===== config.mk =====
export PLATFORM = sky130hd
export DESIGN_NAME = matrix_result_serializer
export DESIGN_NICKNAME = d
export VERILOG_FILES = /design/src/rtl/matrix_result_serializer.sv
export SDC_FILE = /design/constraint.sdc
export NUM_CORES = 1
export LEC_CHECK = 0
export BUFFER_PORTS_ARGS = -buffer_cell sky130_fd_sc_hd__clkbuf_2
export CAP_MARGIN = 20
export CORE_MARGIN = 2
export CORE_UTILIZATION = 55
export DETAILED_ROUTE_END_ITERATION = 7
export PLACE_DENSITY = 0.78
export RECOVER_POWER = 25
export SETUP_SLACK_MARGIN = 0.2
export SYNTH_ARGS = -nofsm -noshare
export SYNTH_HDL_FRONTEND = slang
export SYNTH_SLANG_ARGS = --single-unit

===== constraint.sdc =====
create_clock -name clk -period 10 [get_ports clk]
set_input_delay 3 -clock clk [delete_from_list [all_inputs] [get_ports clk]]
set_output_delay 3 -clock clk [all_outputs]
set_load 0.03 [all_outputs]

===== src/rtl/matrix_result_serializer.sv =====
// matrix_result_serializer: captures nine 18-bit results and streams them LSB-first as 27 bytes under valid/ready.
module matrix_result_serializer #(
  parameter int N_ELEM = 9,
  parameter int ELEM_W = 18,
  parameter int BYTE_W = 8
) (
  input  logic                       clk,
  input  logic                       rst,
  input  logic                       start,
  input  logic [N_ELEM*ELEM_W-1:0]   c_flat,
  output logic [BYTE_W-1:0]          out_data,
  output logic                       out_valid,
  input  logic                       out_ready,
  output logic                       out_last,
  output logic [3:0]                 elem_idx,
  output logic                       busy,
  output logic                       done
);
  localparam int BYTES_PER_ELEM = (ELEM_W + BYTE_W - 1) / BYTE_W;
  localparam int PAD_W = BYTES_PER_ELEM * BYTE_W;
  localparam logic [0:0] IDLE = 1'b0;
  localparam logic [0:0] SEND = 1'b1;
  logic [0:0]                state;
  logic [N_ELEM*ELEM_W-1:0]  shadow;
  logic [1:0]                byte_cnt;
  logic [ELEM_W-1:0]         cur;
  logic [PAD_W-1:0]          cur_pad;
  logic                      last_byte;
  assign cur       = shadow[ELEM_W*elem_idx +: ELEM_W];
  assign cur_pad   = {{(PAD_W-ELEM_W){1'b0}}, cur};
  assign last_byte = (elem_idx == 4'(N_ELEM-1)) && (byte_cnt == 2'(BYTES_PER_ELEM-1));
  assign busy      = (state == SEND);
  assign out_valid = busy;
  assign out_last  = busy && last_byte;
  // Gate the byte so the bus reads zero whenever nothing is being offered.
  assign out_data  = busy ? cur_pad[BYTE_W*byte_cnt +: BYTE_W] : '0;
  always_ff @(posedge clk or posedge rst) begin
    if (rst) begin
      state    <= IDLE;
      shadow   <= '0;
      byte_cnt <= '0;
      elem_idx <= '0;
      done     <= 1'b0;
    end else begin
      done <= 1'b0;
      if (state == IDLE) begin
        if (start) begin
          state    <= SEND;
          shadow   <= c_flat;
          byte_cnt <= '0;
          elem_idx <= '0;
        end
      end else if (out_ready) begin
        if (last_byte) begin
          state    <= IDLE;
          done     <= 1'b1;
          byte_cnt <= '0;
          elem_idx <= '0;
        end else if (byte_cnt == 2'(BYTES_PER_ELEM-1)) begin
          byte_cnt <= '0;
          elem_idx <= elem_idx + 4'd1;
        end else begin
          byte_cnt <= byte_cnt + 2'd1;
        end
      end
    end
  end
endmodule


==> results of run 1 <==
==> worst max-delay path by stage <==
stage	to	slack [ps]
3_3_place_gp	elem_idx[2]	4370
3_5_place_dp	elem_idx[2]	4270
2_1_floorplan	busy	2400
4_1_cts	out_data[1]	4020
6_report	elem_idx[0]	3700
5_1_grt	elem_idx[0]	2720
==> kinds of logic after synthesis <==
group	count (synthesis)	share of synthesized area
multiplexers	236	0.342
flip-flops	170	0.534
AO/OA/AOI/OAI	60	0.0515
AND/OR/NAND/NOR	46	0.0344
buffers and inverters	42	0.0350
adder cells (fa/ha/maj)	2	0.00314
==> cell usage in the layout, fill, tap and decap left out, types with 3 or more instances in the layout <==
cell type	instances
sky130_fd_sc_hd__o21ai_1	3
sky130_fd_sc_hd__o31ai_1	3
sky130_fd_sc_hd__o21bai_2	3
sky130_fd_sc_hd__nand2_1	13
sky130_fd_sc_hd__dfrtp_1	168
sky130_fd_sc_hd__o21bai_1	4
sky130_fd_sc_hd__clkbuf_2	180
sky130_fd_sc_hd__nor2_1	5
sky130_fd_sc_hd__mux2i_1	50
sky130_fd_sc_hd__clkbuf_8	3
sky130_fd_sc_hd__inv_1	3
sky130_fd_sc_hd__o22ai_1	5
sky130_fd_sc_hd__or3_1	6
sky130_fd_sc_hd__mux4_2	12
sky130_fd_sc_hd__buf_4	5
sky130_fd_sc_hd__o21ai_0	8
sky130_fd_sc_hd__mux2_1	30
sky130_fd_sc_hd__a21oi_1	13
sky130_fd_sc_hd__a22oi_1	8
sky130_fd_sc_hd__clkbuf_1	7
sky130_fd_sc_hd__mux2_2	144
sky130_fd_sc_hd__clkbuf_16	17
sky130_fd_sc_hd__o221ai_1	6
sky130_fd_sc_hd__nand3_1	6
==> state kept, by name, indices dropped and copies added (netlist names) <==
signal,cells
shadow,162
byte_cnt,2
elem_idx,4
done,1
busy,1
==> power by group through the flow <==
stage,clock network [mW],logic (mW),registers (mW)
final,0.600,0.732,0.862
after global placement,0,0.716,0.863
after global routing,0.640,0.788,0.874
after floorplan,0,0.580,0.835
after CTS,0.609,0.733,0.859
after detailed placement,0,0.730,0.872
==> area by class of cell <==
class                   count  area share
well taps                 184      0.0244
repair buffers            187       0.103
flip-flops and latches    170       0.450
clock buffers              26      0.0518
clock inverters             3     0.00424
multi-input cells         344       0.365
inverters                   5     0.00212
==> per-layer routing <==
layer / vias up / wire [um] / global-route usage
li1: 2380 / - / -
met1: 2616 / 7430 / 0.311
met5: - / 0 / 0
met3: 24 / 1220 / 0.0649
met4: 0 / 309 / 0.0753
met2: 187 / 9270 / 0.408
==> metrics by stage <==
step	hold slack [ps]	power (mW)	setup slack (ps)	cells	utilization
after global placement	463	1.58	4370	889	0.619
after CTS	487	2.20	4020	918	0.656
after global routing	500	2.30	2720	919	0.658
after floorplan	450	1.41	2400	556	-
final	483	2.19	3700	919	0.658
after detailed placement	472	1.60	4270	889	0.619
==> flow_metrics.py, run 1 <==
metrics = {
    "worst_setup_path": {
        "maximum_fanout_encountered_on_the_critical_timing_path": 109,
        "reg2reg_depth": 5,
        "cp_slowest_cell": "sky130_fd_sc_hd__clkinvlp_2",
        "crit-reg2reg-capture": "shadow[3]",
        "crit_buf_inv": 2,
        "crit_type": "input pin to async pin",
        "path_depth": 2,
        "capturing_element_type_of_the_critical_path": "async pin",
        "timing.critical_path.arrival_ps": 5720,
        "crit_path_cell_trace": "clkbuf_2 > clkinvlp_2",
        "critPathLaunchType": "input pin",
        "cp_top_family": "buffers and inverters",
        "worst_endpoint_required_time_ps": 9420,
        "worst_path_largest_cell_delay_ps": 2600,
        "launch_point_of_the_critical_path": "rst",
        "timing.rr.start": "busy",
        "reg2reg_slack_ps": 7130,
    },
    "timing": {
        "slew_headroom": -2.13,
        "finalSetupTns_ps": 0,
        "hold_viol": 0,
        "timing.final.setup_violations": 0,
        "fmaxAchievable_ghz": 0.159,
        "final_min_period_over_clock_period": 0.630,
        "period_needed_ps": 6300,
        "final.setup_skew_ps": 5.49,
        "rsz0062_at_grt": "false",
        "worst-slew-pin-transition_ps": 4670,
        "final_max_slew_viol_count": 110,
    },
    "logic_synthesis": {
        "synth_area_leaders": "sky130_fd_sc_hd__dfrtp_1 53%, sky130_fd_sc_hd__mux2_2 20%, sky130_fd_sc_hd__mux2i_1 6.3%",
        "postSynthAreaPerCell_um2": 14.3,
        "most_instantiated_library_cell_after_synthesis": "sky130_fd_sc_hd__dfrtp_1",
        "seq_area_frac_synth": 0.534,
        "synth_top_flop_cell": "sky130_fd_sc_hd__dfrtp_1",
        "yosys_register_bits": 170,
        "post_synth_num_cell_types": 43,
        "synth_cells": 556,
        "syn_area_mm2": 0.00797,
        "synthDominantCellAreaShare": 0.534,
        "yosysWarnings": 0,
        "async_flop_share": 1.00,
        "synth.cells.most_frequent": "170 x sky130_fd_sc_hd__dfrtp_1, 144 x sky130_fd_sc_hd__mux2_2, 50 x sky130_fd_sc_hd__mux2i_1",
        "synth_enable_flop_cells": 0,
        "syn_nets": 724,
        "biggest_area_consumer_among_synthesized_cells": "sky130_fd_sc_hd__dfrtp_1",
    },
    "floorplan": {
        "row_count": 44,
        "die_w_um": 124,
        "die_area_mm2": 0.0155,
        "floorplan.core_area_mm2": 0.0144,
        "die_height_um": 124,
        "ios": 182,
        "initial_core_util": 0.555,
    },
    "grt": {
        "global_routing_usage_summed_across_all_routing_layers": 0.243,
        "grt_pass1_wl_mm": 28.8,
        "pin_count_of_the_biggest_net_entering_global_routing": 110,
        "grt_antenna_before_repair": 0,
        "first_global_vias": 5408,
        "grt_remaining_overflow": 0,
    },
    "clock_tree": {
        "clock_latency_ps": 430,
        "ctsRootBufferMaster": "sky130_fd_sc_hd__clkbuf_16",
        "cts-root-to-sink-buffers": 2,
        "cts-hold-fix-buffers": 0,
        "cts_post_setup_buffers_inserted": 0,
        "tritoncts_clock_tree": "yes",
        "clkSlewWorstSetupHoldPaths_ps": 60,
        "cts_sinks": 170,
        "cts_buffers": 17,
        "cts_repair_resize_count": 0,
        "number_of_h_tree_levels": 4,
    },
    "power_and_ir_drop": {
        "power.ir.vdd_worst_mv": 0.132,
        "internal-power_mw": 1.46,
        "switching_share": 0.335,
        "power-per-cell-area_mw_per_mm2": 232,
        "leakagePower_nw": 4.40,
        "gate_power_share": 0.334,
        "part_of_the_power_in_registers": 0.393,
        "switchingPower_uw": 735,
        "power_frac_clock": 0.274,
    },
    "drt": {
        "via_count": 5207,
        "routed_wirelength_mm": 18.2,
        "first_iter_violations": 357,
        "route.antenna.remaining_nets": 0,
        "drc_errors": 0,
        "drt-vias-per-instance": 5.67,
        "post_drt_wl_per_cell_um": 19.8,
        "drt_pass1_iterations": 4,
    },
    "final_layout": {
        "antennaDiodeCount": 0,
        "area_of_the_multi_input_gates_mm2": 0.00345,
        "post_route_cells_drive_above_1_share": 0.520,
        "stdcell_area_mm2": 0.00945,
        "layout-area-overhead-vs-synth_pct": 18.6,
        "seq_area_mm2": 0.00426,
        "final_nets": 893,
        "number_of_fillers_in_the_final_layout": 1090,
    },
    "min_path": {
        "hold_path.class": "flip-flop to flip-flop",
        "hold_end": "shadow[112]",
        "hold_path_startpoint": "shadow[112]",
        "timing.hold.worst_path_depth": 1,
    },
    "placed_design": {
        "detailed_place_hpwl_mm": 13.6,
        "place_area_mm2": 0.00890,
        "numPortBuffers": 181,
        "globalplace.congestion": 0.866,
    },
    "outcome": {
        "run_status": "finished, violations left",
        "violations": "max-capacitance violations, max-slew violations",
    },
    "job": {
        "maxCapViolCount": 1,
    },
}
No activity file was read; power rests on OpenSTA's default activity.
==> run 2, diff against run 1 <==
- ABC_AREA: default -> 1
- CORE_UTILIZATION: 55 -> 49
- PLACE_DENSITY: 0.78 -> 0.73
- clock period: 10 -> 5.22 ns (I/O delays scaled with it)
==> flow_metrics.py, run 2 <==
metrics = {
    "outcome": {
        "run_status": "finished, violations left",
        "violations": "max-capacitance violations, max-slew violations",
    },
    "clock_tree": {
        "clkSlewWorstSetupHoldPaths_ps": 70,
        "cts_buffers": 17,
        "cts_repair_resize_count": 0,
        "number_of_h_tree_levels": 4,
        "ctsRootBufferMaster": "sky130_fd_sc_hd__clkbuf_16",
        "cts-root-to-sink-buffers": 2,
        "clock_latency_ps": 440,
        "cts_post_setup_buffers_inserted": 0,
        "tritoncts_clock_tree": "yes",
        "cts-hold-fix-buffers": 0,
        "cts_sinks": 170,
    },
    "final_layout": {
        "mostFrequentLayoutCells": "456 x sky130_fd_sc_hd__nand2_1, 181 x sky130_fd_sc_hd__clkbuf_2, 168 x sky130_fd_sc_hd__dfrtp_1",
        "count_of_placed_standard_cells_in_the_final_layout_fillers_left_out": 1438,
        "post_route_cells_drive_above_1_share": 0.187,
        "largest_reg_flops": 162,
        "regMostFlops": "shadow",
        "mostFrequentLayoutCell": "sky130_fd_sc_hd__nand2_1",
        "final_nets": 1377,
        "number_of_fillers_in_the_final_layout": 1484,
        "reg_top3": "shadow: 162 flops, elem_idx: 4 flops, byte_cnt: 2 flops",
        "stdcell_area_mm2": 0.00965,
        "layout-area-overhead-vs-synth_pct": 19.3,
        "antennaDiodeCount": 0,
        "finalCoreUtilization": 0.603,
    },
    "worst_setup_path": {
        "capturing_element_type_of_the_critical_path": "output pin",
        "worst_path_largest_cell_delay_ps": 830,
        "crit_top_cell": "sky130_fd_sc_hd__nand3_1",
        "cp_top_family": "flip-flops",
        "reg2reg_slack_ps": 2970,
        "worst_endpoint_required_time_ps": 3650,
        "maximum_fanout_encountered_on_the_critical_timing_path": 61,
        "critPathLaunchType": "flip-flop",
        "crit_path_cell_trace": "buf_4 > nor2_1 > nor2_1 > nand2_1 > nand3_1 > nand3_1 > nand3_1 > nand2_1 > a21oi_1 > clkbuf_2",
        "timing.critical_path.arrival_ps": 2940,
        "crit_buf_inv": 2,
        "crit_type": "flip-flop to output pin",
        "cp_slowest_cell": "sky130_fd_sc_hd__dfrtp_4",
    },
    "grt": {
        "grt_remaining_overflow": 0,
        "first_global_vias": 7164,
        "global_routing_usage_summed_across_all_routing_layers": 0.266,
        "grt_pass1_wl_mm": 36.6,
        "pin_count_of_the_biggest_net_entering_global_routing": 149,
        "grt_antenna_before_repair": 0,
    },
    "placed_design": {
        "placedCellCount": 1405,
        "detailed_place_hpwl_mm": 15.7,
        "place_area_mm2": 0.00903,
        "globalplace.congestion": 0.906,
        "numPortBuffers": 181,
    },
    "logic_synthesis": {
        "yosysWarnings": 0,
        "seq_area_frac_synth": 0.526,
        "synth_enable_flop_cells": 0,
        "syn_area_mm2": 0.00808,
        "synth_area_leaders": "sky130_fd_sc_hd__dfrtp_1 53%, sky130_fd_sc_hd__nand2_1 21%, sky130_fd_sc_hd__o21ai_0 6.5%",
        "post_synth_num_cell_types": 23,
        "yosys_register_bits": 170,
        "postSynthAreaPerCell_um2": 7.59,
        "async_flop_share": 1.00,
        "syn_nets": 1233,
        "biggest_area_consumer_among_synthesized_cells": "sky130_fd_sc_hd__dfrtp_1",
        "most_instantiated_library_cell_after_synthesis": "sky130_fd_sc_hd__nand2_1",
        "synthDominantCellAreaShare": 0.526,
        "synth_top_flop_cell": "sky130_fd_sc_hd__dfrtp_1",
        "synth_cells": 1065,
        "synth.cells.most_frequent": "457 x sky130_fd_sc_hd__nand2_1, 170 x sky130_fd_sc_hd__dfrtp_1, 105 x sky130_fd_sc_hd__o21ai_0",
    },
    "timing": {
        "fin_worst_hold_slack_ps": 480,
        "finalSetupTns_ps": 0,
        "timing.final.setup_violations": 0,
        "final_min_period_over_clock_period": 0.863,
        "rsz0062_at_grt": "false",
        "final.setup_skew_ps": 5.57,
        "worst-slew-pin-transition_ps": 2560,
        "slew_headroom": -0.705,
        "period_needed_ps": 4510,
        "hold_viol": 0,
        "fmaxAchievable_ghz": 0.222,
        "final_max_slew_viol_count": 94,
    },
    "power_and_ir_drop": {
        "internal-power_mw": 3.47,
        "switchingPower_mw": 2.35,
        "power.ir.vdd_worst_mv": 0.303,
        "gate_power_share": 0.374,
        "power_frac_clock": 0.231,
        "part_of_the_power_in_registers": 0.395,
        "switching_share": 0.404,
        "power-per-cell-area_mw_per_mm2": 604,
        "leakagePower_nw": 5.15,
    },
    "drt": {
        "route.antenna.remaining_nets": 0,
        "post_drt_wl_per_cell_um": 15.7,
        "first_iter_violations": 785,
        "drt-vias-per-instance": 5.16,
        "via_count": 7419,
        "drc_errors": 0,
        "drt_pass1_iterations": 5,
        "routed_wirelength_mm": 22.5,
    },
    "floorplan": {
        "die_area_mm2": 0.0175,
        "die_height_um": 132,
        "die_w_um": 132,
        "row_count": 46,
        "initial_core_util": 0.505,
        "ios": 182,
        "floorplan.core_area_mm2": 0.0160,
    },
    "min_path": {
        "hold_path.class": "flip-flop to flip-flop",
    },
    "job": {
        "maxCapViolCount": 2,
    },
}
## run 2: cell types whose count changed after synthesis, sizes merged, moves of 21 or more
cell,previous run,this run
o21ai,13,105
mux2,174,0
mux2i,50,0
nor2,5,69
inv,5,74
clkbuf,3,24
nand3,6,75
nand2,13,457
## run 2: area by class of cell
cell class	count	area (um2)	share of cell area
Clock inverter	14	195	0.0202
Timing Repair Buffer	192	986	0.102
Sequential cell	170	4260	0.442
Multi-Input combinational cell	754	3220	0.334
Inverter	74	284	0.0294
Clock buffer	18	429	0.0445
Tap cell	216	270	0.0280
## run 2: per-stage QoR
stage / worst slack [ps] / power [mW]
after CTS: 750 / 5.82
after global placement: 1240 / 4.40
after floorplan: 1490 / 3.84
after detailed placement: 1220 / 4.46
final: 715 / 5.82
after global routing: 525 / 6.23
## run 2: logic make-up after synthesis
family          after synthesis  share of synthesized area
flops                       170                      0.526
simple gates                604                      0.295
buf+inv                     141                     0.0761
fa+ha+maj                     2                    0.00310
compound gates              148                     0.0994
## run 2: final timing paths
path | startpoint | to | depth (start not counted)
min in group asynchronous | rst | shadow[23] | 3
max reg2reg | elem_idx[0] | elem_idx[2] | 5
max | elem_idx[0] | out_data[1] | 10
max in group asynchronous | rst | shadow[98] | 4
min reg2reg | shadow[30] | shadow[30] | 2
min | shadow[30] | shadow[30] | 2
## run 2: tightest hold or removal path: cells and delay by family (launching register included)
kind             cells  cell delay (ps)
AND/OR/NAND/NOR      2              110
flip-flops           1              340
## run 2: metal layers
layer,part of all wire,track usage
met3,0.072,0.0510
met2,0.45,0.402
met1,0.45,0.380
met4,0.029,0.108
met5,0,0
## run 2: power by group through the flow
stage               clock, mW  sequential [mW]  combinational [mW]
detailed placement          0             2.30                2.15
CTS                      1.36             2.29                2.17
floorplan                   0             2.18                1.66
global placement            0             2.29                2.11
finish                   1.35             2.30                2.18
global route             1.41             2.35                2.46
